File: src/rtl/calc1_pkg.sv
// Shared definitions for the calc1 request driver: command/response codes,
// driver FSM encoding and the queued request record.
package calc1_pkg;

  typedef enum logic [3:0] {
    CMD_NONE = 4'd0,
    CMD_ADD  = 4'd1,
    CMD_SUB  = 4'd2,
    CMD_SHL  = 4'd5,
    CMD_SHR  = 4'd6
  } calc1_cmd_e;

  typedef enum logic [1:0] {
    RSP_NONE    = 2'd0,
    RSP_OK      = 2'd1,
    RSP_ERROR   = 2'd2,
    RSP_TIMEOUT = 2'd3
  } calc1_rsp_e;

  typedef enum logic [2:0] {
    ST_IDLE = 3'd0,
    ST_CMD  = 3'd1,
    ST_DATA = 3'd2,
    ST_WAIT = 3'd3,
    ST_DONE = 3'd4
  } drv_state_e;

  typedef struct packed {
    logic [0:3]  cmd;
    logic [0:31] op1;
    logic [0:31] op2;
    logic [0:1]  tag;
  } req_entry_t;

  // A zero command carries no work and is dropped before queueing.
  function automatic logic is_nop_cmd(input logic [0:3] cmd);
    return cmd == CMD_NONE;
  endfunction

endpackage

File: src/rtl/calc1_req_fifo.sv
// Request queue for the calc1 driver; pointers carry one extra wrap bit so
// full and empty are distinguishable without an occupancy counter.
module calc1_req_fifo
  import calc1_pkg::*;
#(
  parameter int unsigned DEPTH = 4
) (
  input  logic       c_clk,
  input  logic       reset,
  input  logic       push,
  input  req_entry_t din,
  input  logic       pop,
  output req_entry_t dout,
  output logic       full,
  output logic       empty
);

  localparam int unsigned AW = $clog2(DEPTH);

  logic [AW:0] wr_ptr;
  logic [AW:0] rd_ptr;
  req_entry_t  mem [DEPTH];

  always_ff @(posedge c_clk or negedge reset) begin
    if (!reset) begin
      wr_ptr <= '0;
      rd_ptr <= '0;
    end else begin
      if (push) wr_ptr <= wr_ptr + 1'b1;
      if (pop)  rd_ptr <= rd_ptr + 1'b1;
    end
  end

  always_ff @(posedge c_clk) begin
    if (push) mem[wr_ptr[AW-1:0]] <= din;
  end

  assign dout  = mem[rd_ptr[AW-1:0]];
  assign empty = (wr_ptr == rd_ptr);
  assign full  = (wr_ptr[AW] != rd_ptr[AW]) &&
                 (wr_ptr[AW-1:0] == rd_ptr[AW-1:0]);

endmodule

File: src/rtl/calc1_req_driver.sv
// Drives one calc1 request port from a host-side queue: issues cmd/op1 then
// op2, waits for the response (or a local timeout) and reports completion.
module calc1_req_driver
  import calc1_pkg::*;
#(
  parameter int unsigned QDEPTH  = 4,
  parameter int unsigned TIMEOUT = 31
) (
  input  logic        c_clk,
  input  logic        reset,
  input  logic        host_valid,
  output logic        host_ready,
  input  logic [0:3]  host_cmd,
  input  logic [0:31] host_op1,
  input  logic [0:31] host_op2,
  input  logic [0:1]  host_tag,
  output logic [0:3]  req_cmd_out,
  output logic [0:31] req_data_out,
  input  logic [0:1]  out_resp_in,
  input  logic [0:31] out_data_in,
  output logic        rsp_valid,
  output logic [0:1]  rsp_resp,
  output logic [0:31] rsp_data,
  output logic [0:1]  rsp_tag,
  output logic        rsp_timeout
);

  localparam int unsigned CW = $clog2(TIMEOUT + 1);
  localparam logic [CW-1:0] CNT_LAST = CW'(TIMEOUT - 1);

  drv_state_e  state, state_n;
  req_entry_t  cur;
  req_entry_t  fifo_dout;
  req_entry_t  fifo_din;
  logic        fifo_push, fifo_pop, fifo_full, fifo_empty;
  logic [CW-1:0] cnt;
  logic [0:1]  cap_resp;
  logic [0:31] cap_data;
  logic        cap_to;
  logic        wait_hit, wait_expire;

  assign host_ready = !fifo_full;
  assign fifo_push  = host_valid && !fifo_full && !is_nop_cmd(host_cmd);
  assign fifo_din   = '{cmd: host_cmd, op1: host_op1, op2: host_op2, tag: host_tag};

  calc1_req_fifo #(
    .DEPTH (QDEPTH)
  ) u_fifo (
    .c_clk (c_clk),
    .reset (reset),
    .push  (fifo_push),
    .din   (fifo_din),
    .pop   (fifo_pop),
    .dout  (fifo_dout),
    .full  (fifo_full),
    .empty (fifo_empty)
  );

  assign wait_hit    = (out_resp_in != '0);
  assign wait_expire = (cnt == CNT_LAST);

  always_ff @(posedge c_clk or negedge reset) begin
    if (!reset) begin
      state    <= ST_IDLE;
      cur      <= '0;
      cnt      <= '0;
      cap_resp <= '0;
      cap_data <= '0;
      cap_to   <= 1'b0;
    end else begin
      state <= state_n;
      if (fifo_pop) cur <= fifo_dout;
      if (state == ST_WAIT) begin
        // A response arriving on the last allowed cycle still wins over timeout.
        if (wait_hit) begin
          cap_resp <= out_resp_in;
          cap_data <= out_data_in;
          cap_to   <= 1'b0;
          cnt      <= '0;
        end else if (wait_expire) begin
          cap_resp <= RSP_TIMEOUT;
          cap_data <= '0;
          cap_to   <= 1'b1;
          cnt      <= '0;
        end else begin
          cnt <= cnt + 1'b1;
        end
      end else begin
        cnt <= '0;
      end
    end
  end

  always_comb begin
    state_n      = state;
    fifo_pop     = 1'b0;
    req_cmd_out  = '0;
    req_data_out = '0;
    rsp_valid    = 1'b0;
    rsp_resp     = '0;
    rsp_data     = '0;
    rsp_tag      = '0;
    rsp_timeout  = 1'b0;
    unique case (state)
      ST_IDLE: begin
        if (!fifo_empty) begin
          fifo_pop = 1'b1;
          state_n  = ST_CMD;
        end
      end
      ST_CMD: begin
        req_cmd_out  = cur.cmd;
        req_data_out = cur.op1;
        state_n      = ST_DATA;
      end
      ST_DATA: begin
        req_data_out = cur.op2;
        state_n      = ST_WAIT;
      end
      ST_WAIT: begin
        if (wait_hit || wait_expire) state_n = ST_DONE;
      end
      ST_DONE: begin
        rsp_valid   = 1'b1;
        rsp_resp    = cap_resp;
        rsp_data    = cap_data;
        rsp_tag     = cur.tag;
        rsp_timeout = cap_to;
        if (!fifo_empty) begin
          fifo_pop = 1'b1;
          state_n  = ST_CMD;
        end else begin
          state_n = ST_IDLE;
        end
      end
      default: state_n = ST_IDLE;
    endcase
  end

endmodule

File: config.mk
export PLATFORM = sky130hd
export DESIGN_NAME = calc1_req_driver
export DESIGN_NICKNAME = d
export VERILOG_FILES = /design/src/rtl/calc1_pkg.sv /design/src/rtl/calc1_req_fifo.sv /design/src/rtl/calc1_req_driver.sv
export SDC_FILE = /design/constraint.sdc
export NUM_CORES = 1
export LEC_CHECK = 0
export ABC_CLOCK_PERIOD_IN_PS = 3900
export CAP_MARGIN = 20
export CORE_ASPECT_RATIO = 2
export CORE_MARGIN = 1
export CORE_UTILIZATION = 45
export DETAILED_ROUTE_END_ITERATION = 6
export GPL_ROUTABILITY_DRIVEN = 0
export GPL_TIMING_DRIVEN = 1
export PLACE_DENSITY = 0.68
export SYNTH_ARGS = -nofsm -noshare
export SYNTH_HDL_FRONTEND = slang
export SYNTH_SLANG_ARGS = --single-unit
export TNS_END_PERCENT = 5
File: constraint.sdc
create_clock -name c_clk -period 3.9 [get_ports c_clk]
set_input_delay 0.39 -clock c_clk [delete_from_list [all_inputs] [get_ports c_clk]]
set_output_delay 0.39 -clock c_clk [all_outputs]
set_load 0.01 [all_outputs]
==> summary.log, run 1 <==
INFO  status         outcome=complete, but fails checks
INFO  status         failed_checks=negative hold slack
INFO  clock_network  cts.clk_slew.worst_paths=60ps
INFO  critical_path  maximum_fanout_count_along_the_critical_path=42
INFO  sta            fmax=288.6MHz
INFO  grt            grt_start_max_net_pins=101
INFO  grt            grt_pass1_vias=8493
INFO  sta            relSlewSlack=27.64%
INFO  yosys          synth.most_common_cell=edfxtp_1
INFO  routing        route.vias.total=7649
INFO  placed_design  placement.io_buffers=181
INFO  critical_path  crit_path_frequent_cell=buf_4
INFO  yosys          part_of_the_yosys_area_used_for_sequential_elements=73.32%
INFO  routing        first_pass_iters=4
INFO  critical_path  crit_path_end_kind=primary output
INFO  yosys          synth_cells=752
INFO  final_layout   area_growth_syn_to_fin=22.16%
INFO  routing        first_iter_violations=391
INFO  routing        detail_route.vias_per_cell=5.436
INFO  floorplan      die_h=264.7microns
INFO  yosys          synth-warning-count=0
INFO  clock_network  post_cts_resize_count=0
INFO  power          total_power=15110uW
INFO  sta            grt_setup_unrepaired=false
INFO  clock_network  cts-buffers-inserted=35
INFO  final_layout   layout_cells_sized_above_1=23.22%
INFO  sta            final_min_period_over_clock_period=88.84%
INFO  routing        detail_route.wl_per_cell=22.10microns
INFO  routing        ant_nets=0
INFO  yosys          synth_cell_type_count=32
INFO  power          irDropWorstVdd=0.4462mV
INFO  grt            grt.total_usage=18.22%
INFO  critical_path  cell_type_group_with_the_largest_total_delay_on_the_critical_path=buffers and inverters
INFO  clock_network  post_cts_buffers=0
INFO  clock_network  insertion_delay=540ps
INFO  critical_path  critical_path.reg2reg.endpoint=cur[44]
INFO  grt            antenna_found_initial=2
INFO  sta            hold_slack=-24.80ps
INFO  grt            gr-usage-met3=2.429%
INFO  yosys          synth_area_leaders=edfxtp_1, dfrtp_1, mux4_2, mux2_4, a22o_1
INFO  power          p_sw=4450uW
INFO  clock_network  cts-root-to-sink-buffers=3
INFO  grt            overflow=0
INFO  grt            grt-busiest-layer=met2
INFO  yosys          synth_nets=866
INFO  sta            layout_min_cycle_time=3465ps
INFO  sta            finalMaxSlewViolations=0
INFO  final_layout   num-fill-cells=2598
INFO  clock_network  clock_tree_from_tritoncts=done
INFO  floorplan      io_pins=182
INFO  yosys          synthFlopType=edfxtp_1
INFO  floorplan      chipWidth=133.4microns
INFO  critical_path  crit_path_top_delay_cell=clkdlybuf4s50_1
INFO  grt            groute.layer.met1.usage=20.60%
INFO  sta            final_critical_path_setup_slack=435.3ps
INFO  yosys          synth.cells.most_frequent=edfxtp_1, dfrtp_1, mux4_2
INFO  critical_path  reg2regPathDepth=4
INFO  sta            worst_pin_slew=1085ps
INFO  routing        residual_drc=0
INFO  floorplan      rows=95
INFO  critical_path  critical-path-max-stage-delay=560ps
INFO  run            drv.max_cap_violation_count=0
INFO  critical_path  worstReg2RegStart=u_fifo.rd_ptr[0]
INFO  power          p_int=10660uW
INFO  power          power.share.sequential=42.6%
INFO  critical_path  worstSetupPathType=flip-flop to primary output
INFO  clock_network  number_of_clock_sinks=399
INFO  floorplan      core_footprint=0.03376sqmm
INFO  sta            timing.final.setup_violations=0
INFO  clock_network  cts_root_buffer=clkbuf_16
INFO  yosys          synth_top_area_share=54.14%
INFO  sta            finalHoldViolCount=12
INFO  critical_path  crit_path_cell_trace=buf_4, nand2b_1, nor2_4, buf_4, a22o_1, clkdlybuf4s50_1
INFO  power          power-per-cell-area=796.4mW/mm^2
INFO  power          power_leakage=0.006930uW
INFO  yosys          synthesis.area=0.01553sqmm
INFO  routing        wl=31.10mm
INFO  placed_design  detailedPlace.worstSlack=715.7ps
INFO  floorplan      dieArea=0.03530sqmm
INFO  power          share_clk_of_total_power=22.3%
INFO  yosys          synth.avg_cell_area=20.65squm
INFO  clock_network  h-tree-depth=2
INFO  power          sw_frac_of_total=29.46%
INFO  yosys          number_of_enable_flip_flop_cells_after_synthesis=280
INFO  critical_path  timing.critical_path.arrival=3070ps
INFO  critical_path  worst_ep_required_time=3510ps
INFO  yosys          async_flop_share=29.82%
INFO  sta            tns=0ps
INFO  critical_path  reg2reg_setup_slack=1060ps
INFO  final_layout   num-nets-final=1056
INFO  floorplan      floorplan.initialDensity=46.00%
INFO  yosys          yosys.area.top_type=edfxtp_1
INFO  critical_path  worst-path-buf-inv=3
INFO  grt            met2_usage=34.19%
INFO  yosys          number_of_storage_elements_in_the_synthesis_netlist=399
INFO  grt            grt_pass1_wl=48.27mm
INFO  worst_hold_path min-delay-path-class=input pin to async pin
INFO  power          combPwrFrac=35.1%
INFO  placed_design  dp_wirelength=18.77mm
INFO  critical_path  start_kind=flip-flop
INFO  sta            timing.clock.skew=19.94ps
INFO  clock_network  cts-hold-fix-buffers=0
metrics by stage:
stage | instance area (sq um) | util (%) | instances
finish | 18970 | 56.20 | 1407
global route | 18970 | 56.20 | 1407
CTS | 18970 | 56.18 | 1405
detailed placement | 17850 | 52.87 | 1341
global placement | 17790 | 52.71 | 1339
floorplan | 15530 | - | 752
cell families (layout without fill, tap and decap cells):
kind of cell | count (synthesis) | count (layout) | share of synthesized area (%)
flip-flops | 399 | 399 | 73.32
multiplexers | 142 | 142 | 17.02
AO/OA/AOI/OAI | 76 | 76 | 4.238
AND/OR/NAND/NOR | 62 | 62 | 2.385
buffers and inverters | 54 | 271 | 1.805
XOR/XNOR | 12 | 12 | 0.6768
adder cells (fa/ha/maj) | 7 | 7 | 0.5639
other | 0 | 2 | 0
placed cells by master, fill, tap and decap left out, types with 3 or more instances in the layout:
cell type	count
a22o_1	64
and2_1	5
and2_4	3
and3_1	37
buf_4	15
clkbuf_1	6
clkbuf_16	36
clkbuf_8	3
clkdlybuf4s50_1	180
clkinv_1	4
clkinv_2	4
clkinvlp_4	5
dfrtp_1	117
edfxtp_1	280
ha_1	7
inv_1	8
mux2_2	4
mux2_4	68
mux4_2	70
nand3_1	3
nor2_1	6
xnor2_1	6
xor2_1	6
worst register-to-register path, cell delays in order (launching register included):
cell	delay, ps
dfrtp_4	640
buf_4	490
buf_4	690
mux4_2	640
mux2_4	270
cell type report:
cell class	count	area (sq um)	share of cell area (%)
clock buffer	45	964.7	5.085
timing repair buffer	198	1981	10.44
sequential	399	11390	60.06
tap	436	545.5	2.876
multi-input combinational	299	3891	20.51
clock inverter	19	153.9	0.8112
inverter	9	36.28	0.1913
antenna	2	5.005	0.02638
per-layer routing:
metal | routed length, microns | share of wire (%) | vias up
met5 | 0 | 0 | -
met2 | 17400 | 56 | 199
met1 | 11690 | 38 | 4004
met4 | 932 | 3.0 | 0
met3 | 1077 | 3.5 | 48
li1 | - | - | 3398
power groups by stage:
stage	Combinational, uW	Sequential, uW	Clock, uW
after floorplan	3850	6310	0
after global placement	5300	6480	0
after detailed placement	5410	6520	0
after CTS	5410	6450	3460
after global routing	5690	6570	3590
final	5300	6440	3370
sequential cells by signal (all words and copies together), names as in the netlist:
register and cells:
cap_data 32, cap_resp 2, cap_to 1, cnt 5
cur 70, state 3, u_fifo.mem 280, u_fifo.rd_ptr 3
u_fifo.wr_ptr 3
worst max path at each step:
stage,to,startpoint,cells after the start
3_5_place_dp,u_fifo.mem[1][20],host_cmd[0],5
3_3_place_gp,u_fifo.mem[1][20],host_cmd[0],5
2_1_floorplan,u_fifo.mem[2][0],u_fifo.rd_ptr[0],4
5_1_grt,req_data_out[23],state[2],6
6_report,req_data_out[23],state[2],6
4_1_cts,req_data_out[23],state[2],6
Power figures use the tool's default switching activity.
==> run 2, diff against run 1 <==
--- a/config.mk
+++ b/config.mk
@@ -6,7 +6,6 @@
 export NUM_CORES = 1
 export LEC_CHECK = 0
 export ABC_CLOCK_PERIOD_IN_PS = 3900
-export CAP_MARGIN = 20
 export CORE_ASPECT_RATIO = 2
 export CORE_MARGIN = 1
 export CORE_UTILIZATION = 45
==> run 2 against run 1 <==
Against the previous run:
- the run now ends clean
- cell count fell by 0.36%
- first-iteration DRC count fell by 18%
- wire length fell by 0.40%
- combinational power barely moved
- register-to-register slack got worse by 20 ps
- utilization fell by 0.27 points
- worst hold slack improved by 35 ps
- setup slack improved by 21 ps
- sequential power barely moved
- largest power group unchanged
==> summary.log, run 2 (synthesized netlist as in run 1, its figures left out) <==
INFO  status         outcome=finished, final reports clean
INFO  critical_path  maximum_fanout_count_along_the_critical_path=42
INFO  final_layout   largest_register_ff_count=280
INFO  sta            relSlewSlack=25.31%
INFO  clock_network  insertion_delay=520ps
INFO  placed_design  placement.io_buffers=181
INFO  final_layout   layout.cells.most_common=edfxtp_1
INFO  sta            worst_pin_slew=1120ps
INFO  critical_path  crit_path_frequent_cell=buf_4
INFO  clock_network  number_of_clock_sinks=399
INFO  grt            antenna_found_initial=2
INFO  sta            finalMaxSlewViolations=0
INFO  critical_path  crit_path_end_kind=primary output
INFO  grt            grt_pass1_wl=48.38mm
INFO  placed_design  dpl.cell_count=1339
INFO  routing        route.vias.total=7610
INFO  power          irDropWorstVdd=0.5522mV
INFO  final_layout   layout_cells_sized_above_1=22.93%
INFO  floorplan      dieArea=0.03530sqmm
INFO  routing        first_pass_iters=4
INFO  critical_path  worst_ep_required_time=3510ps
INFO  grt            overflow=0
INFO  sta            final_critical_path_setup_slack=456.4ps
INFO  floorplan      rows=95
INFO  routing        ant_nets=0
INFO  sta            finalHoldViolCount=0
INFO  clock_network  cts-hold-fix-buffers=0
INFO  placed_design  place_area=0.01779sqmm
INFO  power          power_leakage=0.006912uW
INFO  final_layout   num-nets-final=1053
INFO  power          power-per-cell-area=795.6mW/mm^2
INFO  grt            grt_pass1_vias=8572
INFO  run            drv.max_cap_violation_count=0
INFO  placed_design  dp_wirelength=18.63mm
INFO  sta            tns=0ps
INFO  routing        detail_route.vias_per_cell=5.428
INFO  floorplan      chipWidth=133.4microns
INFO  floorplan      floorplan.initialDensity=46.00%
INFO  final_layout   final_cell_mix=edfxtp_1, clkdlybuf4s50_1, dfrtp_1
INFO  clock_network  post_cts_resize_count=0
INFO  routing        residual_drc=0
INFO  critical_path  crit_path_top_delay_cell=clkdlybuf4s50_1
INFO  final_layout   final-instance-count-excl-fill=1402
INFO  critical_path  timing.critical_path.arrival=3050ps
INFO  clock_network  clock_tree_from_tritoncts=done
INFO  final_layout   finish.instance_area=0.01888sqmm
INFO  routing        first_iter_violations=321
INFO  clock_network  cts_root_buffer=clkbuf_16
INFO  worst_hold_path min-delay-path-class=input pin to async pin
INFO  clock_network  cts-root-to-sink-buffers=3
INFO  grt            grt.total_usage=18.22%
INFO  grt            grt_start_max_net_pins=101
INFO  sta            fmax=290.4MHz
INFO  floorplan      core_footprint=0.03376sqmm
INFO  sta            timing.clock.skew=10.80ps
INFO  final_layout   area_growth_syn_to_fin=21.56%
INFO  critical_path  worstSetupPathType=flip-flop to primary output
INFO  floorplan      io_pins=182
INFO  clock_network  h-tree-depth=2
INFO  sta            timing.final.setup_violations=0
INFO  sta            layout_min_cycle_time=3444ps
INFO  routing        detail_route.wl_per_cell=22.09microns
INFO  critical_path  critical-path-max-stage-delay=570ps
INFO  placed_design  detailedPlace.worstSlack=723.3ps
INFO  routing        wl=30.98mm
INFO  sta            grt_setup_unrepaired=false
INFO  clock_network  post_cts_buffers=0
INFO  clock_network  cts-buffers-inserted=34
INFO  floorplan      die_h=264.7microns
INFO  critical_path  start_kind=flip-flop
INFO  critical_path  crit_path_cell_trace=buf_4, nand2b_1, nor2_4, buf_4, a22o_1, clkdlybuf4s50_1
INFO  clock_network  cts.clk_slew.worst_paths=60ps
INFO  sta            final_min_period_over_clock_period=88.30%
[run 2: changes by cell type in the layout (fill, tap and decap cells not counted), sizes merged]
cell / delta
clkinv: +2
clkinvlp: -5
buf: -2
bufinv: +1
clkbuf: -1
[run 2: worst paths after layout]
check	depth (start not counted)	startpoint	endpoint	slack, ps
setup / recovery	6	state[2]	req_data_out[23]	460
hold / removal	1	reset	cap_data[20]	10
setup reg to reg	4	u_fifo.rd_ptr[0]	cur[44]	1040
hold reg to reg	1	cnt[0]	cnt[0]	490
max in group asynchronous	2	reset	cur[10]	2960
min in group c_clk	2	out_data_in[31]	cap_data[31]	480
[run 2: through the flow]
step	util (%)	hold WS, ps	total power (uW)
final	55.92	10.04	15020
after global routing	55.92	79.37	15760
after CTS	55.91	40.01	15240
after detailed placement	52.71	481.5	11900
after global placement	52.71	473.7	11790
after floorplan	-	94.41	10160
[run 2: layer usage]
layer	vias to the layer above	share of wire (%)	track usage [%]	routed length, microns
met2	190	57	34.76	17600
li1	3400	-	-	-
met1	3975	37	19.85	11400
met3	45	3.4	2.544	1047
met4	0	3.0	7.463	934
met5	-	0	0	0
[run 2: cell type report]
cell class / instances / area (sq um)
Clock inverter: 17 / 151.4
Timing Repair Buffer: 196 / 1926
Inverter: 9 / 36.28
Fill cell: 2617 / 14880
Clock buffer: 44 / 929.6
Antenna cell: 2 / 5.005
Sequential cell: 399 / 11390
Tap cell: 436 / 545.5
Multi-Input combinational cell: 299 / 3891
[run 2: power by group]
group	internal, uW	switching [uW]
sequential	5900	544
combinational	2890	2380
clock	1840	1470
total	10600	4390
[run 2: worst max-delay path: cells and delay by family, from the launching register on]
family / cells / cell delay [ps]
compound gates: 1 / 280
flops: 1 / 360
simple gates: 2 / 680
buf+inv: 3 / 1200
